===== config.mk =====
export PLATFORM = sky130hd
export DESIGN_NAME = cmos_rgb565_capture
export DESIGN_NICKNAME = d
export VERILOG_FILES = /design/src/rtl/cmos_rgb565_capture.sv
export SDC_FILE = /design/constraint.sdc
export NUM_CORES = 1
export LEC_CHECK = 0
export CORE_AREA = 2 2 86 88
export DETAILED_ROUTE_END_ITERATION = 10
export DIE_AREA = 0 0 88 90
export PLACE_DENSITY = 0.67
export SETUP_SLACK_MARGIN = 0.1
export SYNTH_ARGS = -nofsm -noshare
export SYNTH_HDL_FRONTEND = slang
export SYNTH_SLANG_ARGS = --single-unit

===== constraint.sdc =====
create_clock -name clk -period 2.49 [get_ports clk]
set_input_delay 0.498 -clock clk [delete_from_list [all_inputs] [get_ports clk]]
set_output_delay 0.498 -clock clk [all_outputs]
set_load 0.02 [all_outputs]

===== src/rtl/cmos_rgb565_capture.sv =====
// DVP byte-stream capture: drops warm-up frames, packs byte pairs into RGB565
// pixels and frames them with sop/eop, pulsing frame_err on malformed input.
module cmos_rgb565_capture #(
    parameter int H_PIX       = 640,
    parameter int V_LINE      = 480,
    parameter int SKIP_FRAMES = 10
) (
    input  logic        clk,
    input  logic        rst_n,
    input  logic        cam_vsync,
    input  logic        cam_href,
    input  logic [7:0]  cam_data,
    output logic [15:0] dout,
    output logic        dout_vld,
    output logic        dout_sop,
    output logic        dout_eop,
    output logic        frame_err
);
    localparam int COL_W  = (H_PIX > 1) ? $clog2(H_PIX) : 1;
    localparam int ROW_W  = (V_LINE > 1) ? $clog2(V_LINE) : 1;
    localparam int SKIP_W = (SKIP_FRAMES > 0) ? $clog2(SKIP_FRAMES + 1) : 1;

    localparam logic S_SKIP   = 1'b0;
    localparam logic S_ACTIVE = 1'b1;

    localparam logic [COL_W-1:0]  COL_LAST  = COL_W'(H_PIX - 1);
    localparam logic [ROW_W-1:0]  ROW_LAST  = ROW_W'(V_LINE - 1);
    localparam logic [SKIP_W-1:0] SKIP_LAST = SKIP_W'(SKIP_FRAMES);

    logic       vs_r, vs_d, hr_r, hr_d;
    logic [7:0] data_r;

    always_ff @(posedge clk) begin
        if (!rst_n) begin
            vs_r   <= 1'b0;
            vs_d   <= 1'b0;
            hr_r   <= 1'b0;
            hr_d   <= 1'b0;
            data_r <= '0;
        end else begin
            vs_r   <= cam_vsync;
            vs_d   <= vs_r;
            hr_r   <= cam_href;
            hr_d   <= hr_r;
            data_r <= cam_data;
        end
    end

    logic vs_rise, hr_fall;
    assign vs_rise = vs_r & ~vs_d;
    assign hr_fall = hr_d & ~hr_r;

    logic              state;
    logic [SKIP_W-1:0] skip_cnt;
    logic [COL_W-1:0]  col;
    logic [ROW_W-1:0]  row;
    logic              phase;
    logic [7:0]        hi_byte;
    // col/row saturate at their last index; these flags mark "one past the end"
    logic              line_full, row_full;
    logic              eop_done, frame_pix, short_seen, drop_seen;

    logic [15:0] pix;
    logic        pix_vld, pix_sop, pix_eop, pix_err;

    logic byte_en, pix_fire, pix_keep, pix_drop, line_used;
    logic at_sop, at_eop, line_err, trunc_err, drop_err;

    always_comb begin
        byte_en   = (state == S_ACTIVE) && hr_r && !vs_r;
        pix_fire  = byte_en && phase;
        pix_keep  = pix_fire && !line_full && !row_full;
        pix_drop  = pix_fire && !pix_keep;
        line_used = line_full || (col != '0);
        at_sop    = (row == '0) && (col == '0);
        at_eop    = (row == ROW_LAST) && (col == COL_LAST) && !short_seen;
        line_err  = (state == S_ACTIVE) && hr_fall && !vs_rise
                    && (phase || (line_used && !line_full));
        trunc_err = (state == S_ACTIVE) && vs_rise && !eop_done && frame_pix;
        drop_err  = pix_drop && !drop_seen;
    end

    always_ff @(posedge clk) begin
        if (!rst_n) begin
            state      <= S_SKIP;
            skip_cnt   <= '0;
            col        <= '0;
            row        <= '0;
            phase      <= 1'b0;
            hi_byte    <= '0;
            line_full  <= 1'b0;
            row_full   <= 1'b0;
            eop_done   <= 1'b0;
            frame_pix  <= 1'b0;
            short_seen <= 1'b0;
            drop_seen  <= 1'b0;
            pix        <= '0;
            pix_vld    <= 1'b0;
            pix_sop    <= 1'b0;
            pix_eop    <= 1'b0;
            pix_err    <= 1'b0;
        end else begin
            pix_vld <= pix_keep;
            pix_sop <= pix_keep && at_sop;
            pix_eop <= pix_keep && at_eop;
            pix_err <= line_err | trunc_err | drop_err;
            if (pix_keep) begin
                pix <= {hi_byte, data_r};
            end

            if (vs_rise) begin
                // a frame start overrides any line end on the same edge
                if (state == S_SKIP) begin
                    if (skip_cnt == SKIP_LAST) begin
                        state <= S_ACTIVE;
                    end else begin
                        skip_cnt <= skip_cnt + 1'b1;
                    end
                end
                col        <= '0;
                row        <= '0;
                phase      <= 1'b0;
                line_full  <= 1'b0;
                row_full   <= 1'b0;
                eop_done   <= 1'b0;
                frame_pix  <= 1'b0;
                short_seen <= 1'b0;
                drop_seen  <= 1'b0;
            end else if (state == S_ACTIVE) begin
                if (byte_en) begin
                    phase <= ~phase;
                    if (!phase) begin
                        hi_byte <= data_r;
                    end else if (pix_keep) begin
                        frame_pix <= 1'b1;
                        if (at_eop) begin
                            eop_done <= 1'b1;
                        end
                        if (col == COL_LAST) begin
                            line_full <= 1'b1;
                        end else begin
                            col <= col + 1'b1;
                        end
                    end else begin
                        drop_seen <= 1'b1;
                    end
                end else if (hr_fall) begin
                    if (line_used) begin
                        if (row == ROW_LAST) begin
                            row_full <= 1'b1;
                        end else begin
                            row <= row + 1'b1;
                        end
                        if (!line_full) begin
                            short_seen <= 1'b1;
                        end
                    end
                    col       <= '0;
                    line_full <= 1'b0;
                    phase     <= 1'b0;
                    drop_seen <= 1'b0;
                end
            end
        end
    end

    always_ff @(posedge clk) begin
        if (!rst_n) begin
            dout      <= '0;
            dout_vld  <= 1'b0;
            dout_sop  <= 1'b0;
            dout_eop  <= 1'b0;
            frame_err <= 1'b0;
        end else begin
            dout      <= pix;
            dout_vld  <= pix_vld;
            dout_sop  <= pix_sop;
            dout_eop  <= pix_eop;
            frame_err <= pix_err;
        end
    end

endmodule

Yosys cells after proc, flatten, opt, wreduce, memory -nomap -nowiden

Index checks and enable logic that the tools add are counted.

$add $sub $neg: 3
Equal/unequal tests: 8
Muxes and demuxes: 16
Bitwise logic cells: 14
Reduce and logical (&&, ||, !) cells: 45

Operators with widths:

| kind                                                   | number |
|---|---|
| 2-to-1 mux 10 bit                                      | 5 |
| AND reduction 5 bit                                    | 6 |
| logical AND 1 bit                                      | 19 |
| AND reduction 4 bit                                    | 3 |
| 2-to-1 mux 1 bit                                       | 11 |
| adder 10 x 1 -> 10 bit (second input constant)         | 1 |
| equality test 10 bit (second input constant)           | 1 |
| logical NOT 10 bit                                     | 1 |
| NOT 1 bit                                              | 10 |
| nonzero test 10 bit                                    | 1 |
| adder 9 x 1 -> 9 bit (second input constant)           | 1 |
| equality test 9 bit (second input constant)            | 1 |
| logical NOT 9 bit                                      | 1 |
| logical NOT 1 bit                                      | 8 |
| inequality test 2 bit (second input constant)          | 3 |
| adder 4 x 1 -> 4 bit (second input constant)           | 1 |
| equality test 4 bit (second input constant)            | 1 |
| inequality test 2 x 1 -> 1 bit (second input constant) | 2 |
| AND reduction 3 bit                                    | 1 |
| AND 1 bit                                              | 2 |
| logical OR 1 bit                                       | 2 |
| OR 1 bit                                               | 2 |
| AND reduction 2 bit                                    | 1 |
| nonzero test 2 bit                                     | 1 |
| OR reduction 2 bit                                     | 1 |

Flip-flop bits (word level): 91
Bits of input ports: 12
Output and inout bits: 20
Logic and storage cells: 113

Depth between registers and ports, before layout

Gate-level depths: netlist (run 1).

Word-level depth: 9
Gate-level depth with buffers: 7

Worst setup path before layout (run 1)

OpenSTA, ideal clock, no wires.

Path kind: register to register
Start: register row[0]
End: register eop_done
Setup time: 0.067 ns
Arrival: 1.968 ns
Required time: 2.423 ns
Slack: 0.455 ns
Stages on the path, launching flop included: 7
Buffers on the path: 1
Clock period less this slack: 2.035 ns
Cells stage by stage: dfxtp_1 ha_1 nand4_2 or4b_1 buf_2 or4_4 a21oi_2

Word-level cells in the longest chain between the ends: 4

RTL lines:

| what                            | line | RTL |
|---|---|---|
| start, declared                 | 56   | `logic [ROW_W-1:0] row;` |
| start signal, assigned          | 152  | `row <= row + 1'b1;` |
| equality test 9 bit             | 76   | `at_eop = (row == ROW_LAST) && (col == COL_LAST) && !short_seen;` |
| logical AND 1 bit (2 in series) | 76   |  |
| AND reduction 5 bit (no line)   | -    |  |
| end signal, assigned            | 93   | `eop_done <= 1'b0;` |
| end signal, assigned            | 125  | `eop_done <= 1'b0;` |
| end signal, assigned            | 137  | `eop_done <= 1'b1;` |
| end, declared                   | 61   | `logic eop_done, frame_pix, short_seen, drop_seen;` |

No other way between the ends.
A chain may end at the register's enable or synchronous reset.

Worst setup path after layout (run 1)

Start: register row[1]
End: register eop_done

The elaborated chain is that of the path after synthesis.

==> impl_metrics.tcl, run 1 <==
set metrics [dict create \
    outcome "complete, no violations" \
    achievable-frequency_mhz 451 \
    required_ps 2790 \
    vias 2716 \
    leakagePower_nw 1.40 \
    synth_area_um2 3440 \
    final_common_cell "dfxtp_1" \
    clock-sinks 91 \
    rrSetupSlack_ps 270 \
    wl_per_cell_um 13.1 \
    reg2reg_depth 5 \
    cts_buffers 9 \
    grt_max_degree 31 \
    r2r_start "row[1]" \
    diodes 0 \
    die_area_um2 7920 \
    ctsResizeCount 0 \
    place_ws_ps 313 \
    synth_cell_types 49 \
    synth-edff-count 0 \
    dp_hpwl_um 4620 \
    regArea_um2 1820 \
    drt_pass1_iterations 5 \
    synthMuxAreaShare_pct 0.582 \
    fin_cells 513 \
    crit_path_start_kind "flip-flop" \
    syn_avg_cell_area_um2 9.01 \
    start_util_pct 49.0 \
    synth-seq-cells 91 \
    fill_cells 648 \
    multi_input_area_um2 1500 \
    drc 0 \
    synthFlopType "dfxtp_1" \
    max_stage_delay_ps 670 \
    die_x_um 88 \
    core_area_um2 7020 \
    synthAdderAreaFrac_pct 2.18 \
    final_nets 427 \
    vias_per_cell 5.29 \
    finalSetupViolCount 0 \
    io_pins 32 \
    syn_inst 382 \
    power_mw 2.52 \
    synth_async_sr_flop_share_pct 0 \
    drive_gt1_share_pct 7.73 \
    syn2layout_area_growth_pct 17.6 \
    grt_overflow_total 0 \
    clkTransAtPathRegs_ps 100 \
    ant_nets 0 \
    irDropWorstVdd_mv 0.312 \
    synth_xor_area_share_pct 0.764 \
    endpoint "eop_done" \
    synth.area.top_cells "dfxtp_1 53%, nand2_1 6.5%, and2_1 6.4%, a21oi_1 5.2%, ha_1 2.2%" \
    final_cell_mix "91 x dfxtp_1, 60 x nand2_1, 36 x a21oi_1, 35 x and2_1, 31 x clkdlybuf4s50_1" \
    hold_viol 0 \
    clk-insertion-delay-late_ps 360 \
    die_h_um 90 \
    maxCapViolCount 0 \
    grt_pass1_wl_um 11400 \
    yosysWarnings 0 \
    placedCellCount 497 \
    cts_tree "yes" \
    reg2reg_to "eop_done" \
    grt_pass1_vias 2427 \
    finalCritPeriodShare_pct 89.1 \
    postCtsSetupBuffers 0 \
    worst-setup-path-type "flip-flop to flip-flop" \
    rsz0062_at_grt "false" \
    cp_cell_sequence "ha_1, nand4_2, or4b_1, or4_4, a21oi_2" \
    root_buffer "clkbuf_8" \
    cts_max_path_buffers 2 \
    cp_num_buf_inv 0 \
    fin_ws_ps 271 \
    synth_top_area_share_pct 52.9 \
    slowest_stage "or4b_1" \
    h-tree-depth 3 \
    tns_ps 0 \
    tightest_slew_ps 700 \
    cp_max_fo 6 \
    crit_start "row[1]" \
    final_max_slew_viol_count 0 \
    antenna_found_initial 0 \
    io_buffers 31 \
    skew_ps 8.31 \
    synth_top_family_by_area "simple AND/OR/NAND/NOR gates" \
    hold_path.class "flip-flop to flip-flop" \
    crit_arrival_ps 2520 \
    wl_um 6730 \
    cp_num_cells 5 \
    synth_top_area_cell "dfxtp_1" \
    hold_buffers 0 \
    path_delay_family "simple AND/OR/NAND/NOR gates" \
    synth_compound_area_share_pct 12.9 \
    drt-initial-drc-count 175 \
    power.density_nw_per_um2 622 \
    endpoint_kind "flip-flop" \
    synthSimpleGateAreaFrac_pct 27.2 \
    min_period_ps 2220 \
    num_rows 31 \
    slew_headroom_pct 52.7 \
    routabilityCongestion 0.831 \
    synth-seq-area-share_pct 52.9 \
    grtUsageTotal_pct 18.3 \
    synth_fp_nets 400 \
]
-- layout make-up --
cell class | instances | area share, %
clock buffers | 9 | 3.06
clock inverters | 7 | 1.70
inverters | 10 | 0.928
multi-input cells | 260 | 37.1
flip-flops and latches | 91 | 45.0
well taps | 99 | 3.06
repair buffers | 37 | 9.09
-- routing by layer --
metal  routed length (um)  vias to the layer above  global-route usage (%)  share of wire [%]
met2                 3050                       68                    27.7                 45
met5                    0                        -                       0                  0
met1                 3240                     1263                    25.0                 48
met4                  132                        0                    8.33                2.0
met3                  307                       11                    3.58                4.6
li1                     -                     1374                       -                  -
-- state kept, by name, indices dropped and copies added (netlist names), 4 cells and up --
name and flops:
col 10, data_r 8, dout 16, hi_byte 8, pix 16, row 9, skip_cnt 4
-- report_power, final --
part           internal (mW)  switching (mW)
clock                  0.394           0.570
combinational         0.0364          0.0389
sequential              1.47         0.00935
total                   1.90           0.619
-- stage by stage --
step	hold WS, ps	cell area [um2]	utilization (%)
after floorplan	412	3440	-
after detailed placement	420	3850	54.9
after global placement	417	3850	54.9
after global routing	454	4050	57.6
final	440	4050	57.6
after CTS	445	4050	57.6
-- synth_stat cells (3+ instances only) --
library cell / count
nand4_1: 3
a21oi_1: 36
nand2_1: 60
nor3_1: 6
o311ai_0: 3
ha_1: 6
and2_1: 35
or4_1: 3
nor2_1: 20
nand3b_1: 3
dfxtp_1: 91
nand3_1: 15
nor4_1: 3
clkbuf_1: 19
a31oi_1: 6
o31ai_1: 7
o21ai_0: 9
inv_1: 10
nor4b_1: 3
or3_1: 5
-- cell families (layout without fill, tap and decap cells) --
family                   after synthesis  count (layout)
adder cells (fa/ha/maj)                6               6
XOR/XNOR                               3               3
buffers and inverters                 31              63
multiplexers                           2               2
flip-flops                            91              91
AND/OR/NAND/NOR                      176             176
AO/OA/AOI/OAI                         73              73
-- worst min path at each step --
stage / to / cells after the start / slack, ps / start
5_1_grt: dout_vld / 1 / 450 / pix_vld
3_3_place_gp: dout_sop / 1 / 420 / pix_sop
3_5_place_dp: dout_eop / 1 / 420 / pix_eop
4_1_cts: dout_eop / 1 / 440 / pix_eop
2_1_floorplan: dout_eop / 1 / 410 / pix_eop
6_report: dout_eop / 1 / 440 / pix_eop
No activity file was read; power rests on OpenSTA's default activity.
==> run 2, diff against run 1 <==
- CORE_AREA: 2 2 86 88 -> 2 2 103 75
- DIE_AREA: 0 0 88 90 -> 0 0 105 77
- HOLD_SLACK_MARGIN: not set -> 0.1
- PLACE_DENSITY: 0.67 -> 0.66
==> impl_metrics.tcl, run 2 (synthesis gave the netlist of run 1 again) <==
set metrics [dict create \
    leakagePower_nw 1.41 \
    final_nets 430 \
    min_path_cells 1 \
    timing.hold.ws_ps 449 \
    cts_tree "yes" \
    wl_per_cell_um 14.0 \
    crit_path_start_kind "flip-flop" \
    dp_hpwl_um 5030 \
    hold_viol 0 \
    max_stage_delay_ps 650 \
    worst-setup-path-type "flip-flop to flip-flop" \
    outcome "complete, no violations" \
    cp_cell_sequence "ha_1, nand4_2, or4b_1, or4_4, a21oi_2" \
    syn2layout_area_growth_pct 17.5 \
    cp_num_buf_inv 0 \
    endpoint_kind "flip-flop" \
    hold_start "pix_eop" \
    h-tree-depth 3 \
    required_ps 2780 \
    pwr-share-comb_pct 3.0 \
    drc 0 \
    rrSetupSlack_ps 320 \
    cp_max_fo 6 \
    final_cell_mix "91 x dfxtp_1, 60 x nand2_1, 36 x a21oi_1, 35 x and2_1, 31 x clkdlybuf4s50_1" \
    final_area_um2 4040 \
    skew_ps 10.4 \
    cts_max_path_buffers 2 \
    r2r_start "row[0]" \
    vias_per_cell 5.23 \
    achievable-frequency_mhz 461 \
    clkTransAtPathRegs_ps 80 \
    ctsResizeCount 0 \
    slew_headroom_pct 50.8 \
    pwr-share-seq_pct 58.6 \
    grtUsageTotal_pct 19.2 \
    maxCapViolCount 0 \
    clk-insertion-delay-late_ps 360 \
    die_h_um 77 \
    postCtsSetupBuffers 0 \
    wl_um 7180 \
    drt_pass1_iterations 4 \
    reg2reg_depth 5 \
    power_mw 2.52 \
    grt_max_degree 31 \
    crit_arrival_ps 2470 \
    tns_ps 0 \
    drt-initial-drc-count 161 \
    rsz0062_at_grt "false" \
    num_rows 26 \
    top_regs "dout x16, pix x16, col x10" \
    grt_pass1_wl_um 12300 \
    clock-sinks 91 \
    tightest_slew_ps 736 \
    irDropWorstVdd_mv 0.440 \
    hold_buffers 0 \
    vias 2685 \
    drive_gt1_share_pct 7.47 \
    grt_overflow_total 0 \
    final_max_slew_viol_count 0 \
    slowest_stage "or4b_1" \
    root_buffer "clkbuf_8" \
    finalCritPeriodShare_pct 87.2 \
    p_switching_mw 0.536 \
    hold_end "dout_eop" \
    crit_start "row[0]" \
    hold_path.class "flip-flop to flip-flop" \
    grt_pass1_vias 2484 \
    ant_nets 0 \
    clkPwrFrac_pct 38.4 \
    min_period_ps 2170 \
    power.density_nw_per_um2 623 \
    reg2reg_to "eop_done" \
    cts_buffers 9 \
    io_pins 32 \
    path_delay_family "simple AND/OR/NAND/NOR gates" \
    io_buffers 31 \
    place_area_um2 3860 \
    finalSetupViolCount 0 \
    die_area_um2 8090 \
    internal_power_mw 1.99 \
    antenna_found_initial 0 \
    final_common_cell "dfxtp_1" \
    die_x_um 105 \
    routabilityCongestion 0.871 \
    core_area_um2 7090 \
    diodes 0 \
    sw_frac_of_total_pct 21.3 \
    start_util_pct 48.5 \
]
run 2: changes by cell type in the layout (fill, tap and decap cells not counted), sizes merged:
cell and delta:
clkbuf +3, bufinv +1, buf +3, inv -5
clkinvlp -1
run 2: power by group through the flow:
stage	Combinational [mW]	Clock [mW]	Sequential, mW
5_1_grt	0.0845	1.06	1.48
4_1_cts	0.0765	0.990	1.48
3_5_place_dp	0.0761	0	1.51
6_report	0.0752	0.968	1.48
3_3_place_gp	0.0749	0	1.51
2_1_floorplan	0.0412	0	1.51
run 2: metrics by stage:
stage / worst slack, ps / utilization [%] / cells
after floorplan: 455 / - / 382
after global placement: 397 / 54.4 / 499
after detailed placement: 330 / 54.4 / 499
after CTS: 308 / 57.0 / 513
after global routing: 148 / 57.0 / 513
final: 318 / 57.0 / 513
run 2: layout make-up:
type	count	area (um2)
Clock buffer	12	145
Sequential cell	91	1820
Timing Repair Buffer	40	378
Fill cell	680	3050
Multi-Input combinational cell	260	1500
Clock inverter	2	37.5
Inverter	10	37.5
Tap cell	98	123
run 2: worst max-delay path by stage:
stage / endpoint / slack [ps] / depth (start not counted)
final: eop_done / 320 / 5
after global routing: pix_err / 150 / 6
after CTS: eop_done / 310 / 5
after detailed placement: eop_done / 330 / 5
after global placement: eop_done / 400 / 5
after floorplan: eop_done / 450 / 6
run 2: metal layers:
metal | global-route usage, % | wire (um) | vias to the layer above
li1 | - | - | 1372
met1 | 29.2 | 3780 | 1235
met2 | 25.5 | 2810 | 66
met3 | 5.87 | 492 | 12
met4 | 6.00 | 100 | 0
met5 | 0 | 0 | -
run 2: worst reg2reg max path, stage by stage (launching register included):
cell and delay [ps]:
dfxtp_1 370, ha_1 230, nand4_2 160, or4b_1 650, or4_4 560, a21oi_2 130
==> run 3, diff against run 2 <==
- CORE_AREA: 2 2 103 75 -> 2 2 108 79
- DIE_AREA: 0 0 105 77 -> 0 0 110 81
- PLACE_DENSITY: 0.66 -> 0.61
==> impl_metrics.tcl, run 3 (synthesis gave the netlist of run 1 again) <==
set metrics [dict create \
    root_buffer "clkbuf_8" \
    rsz0062_at_grt "false" \
    maxCapViolCount 0 \
    antenna_found_initial 0 \
    irDropWorstVdd_mv 0.390 \
    grtUsageTotal_pct 17.3 \
    finalCritPeriodShare_pct 87.5 \
    hold_path.class "flip-flop to flip-flop" \
    place_ws_ps 343 \
    slew_headroom_pct 58.5 \
    start_util_pct 42.9 \
    core_area_um2 8020 \
    power.density_nw_per_um2 659 \
    grt_pass1_wl_um 11700 \
    syn2layout_area_growth_pct 19.0 \
    required_ps 2790 \
    wl_um 7220 \
    die_area_um2 8910 \
    drc 0 \
    achievable-frequency_mhz 459 \
    drt-initial-drc-count 108 \
    power_mw 2.70 \
    slowest_stage "or4b_1" \
    drt_pass1_iterations 4 \
    leakagePower_nw 1.43 \
    vias_per_cell 5.18 \
    num_rows 28 \
    die_h_um 81 \
    crit_path_start_kind "flip-flop" \
    vias 2697 \
    tightest_slew_ps 614 \
    ctsResizeCount 0 \
    cts_max_path_buffers 2 \
    final_area_um2 4090 \
    io_pins 32 \
    fin_cells 521 \
    grt_overflow_total 0 \
    postCtsSetupBuffers 0 \
    min_period_ps 2180 \
    worst-setup-path-type "flip-flop to flip-flop" \
    skew_ps 8.96 \
    clkTransAtPathRegs_ps 90 \
    dp_hpwl_um 4780 \
    max_stage_delay_ps 650 \
    finalSetupViolCount 0 \
    routabilityCongestion 0.862 \
    clk-insertion-delay-late_ps 360 \
    top_regs "dout x16, pix x16, col x10" \
    wl_per_cell_um 13.9 \
    final_max_slew_viol_count 0 \
    ant_nets 0 \
    final_cell_mix "91 x dfxtp_1, 60 x nand2_1, 36 x a21oi_1, 35 x and2_1, 31 x clkdlybuf4s50_1" \
    cp_max_fo 6 \
    drive_gt1_share_pct 8.17 \
    grt_pass1_vias 2258 \
    cp_cell_sequence "ha_1, nand4_2, or4b_1, or4_4, a21oi_2" \
    die_x_um 110 \
    placedCellCount 505 \
    h-tree-depth 3 \
    endpoint_kind "flip-flop" \
    fin_util_pct 51.0 \
    crit_arrival_ps 2480 \
    place_area_um2 3860 \
    cts_tree "yes" \
    timing.hold.ws_ps 448 \
    final_common_cell "dfxtp_1" \
    clock-sinks 91 \
    cts_buffers 9 \
    hold_viol 0 \
    fin_ws_ps 312 \
    diodes 0 \
    grt_max_degree 33 \
    hold_buffers 0 \
    final_nets 429 \
    tns_ps 0 \
    outcome "complete, no violations" \
    io_buffers 31 \
]
run 3: cell count changes in the layout (fill, tap and decap cells not counted), sizes merged:
cell	before	now
bufinv	1	2
clkbuf	12	10
buf	9	8
inv	10	12
clkinv	0	1
run 3: path summary, 6_finish.rpt:
| check | startpoint | endpoint | slack [ps] | cells past startpoint |
|---|---|---|---|---|
| worst max-delay path | row[1] | eop_done | 310 | 5 |
| worst min-delay path | pix_vld | dout_vld | 450 | 1 |
| worst max register to register | row[1] | eop_done | 310 | 5 |
| worst min register to register | pix_vld | dout_vld | 450 | 1 |
run 3: layer usage:
layer / vias to the layer above / routed length [um] / global-route usage, %
met5: - / 0 / 0
met1: 1244 / 3890 / 26.5
met4: 0 / 78 / 4.56
met2: 61 / 2830 / 23.0
met3: 9 / 423 / 5.54
li1: 1383 / - / -
run 3: power by group:
group          internal, mW  switching [mW]
Sequential             1.47         0.00980
Clock                 0.602           0.543
Combinational        0.0337          0.0402
run 3: cell type report:
type	instances	area [um2]
sequential	91	1820
tap	105	131
timing repair buffer	39	370
inverter	10	37.5
multi-input combinational	260	1500
fill	788	3930
clock buffer	10	138
clock inverter	6	93.8
run 3: worst max-delay path: cells and delay by family, from the launching register on:
| kind | cells | cell delay (ps) |
|---|---|---|
| and+or+nand+nor | 3 | 1380 |
| adders and majority gates | 1 | 240 |
| AOI/OAI and AO/OA | 1 | 130 |
| DFF | 1 | 370 |
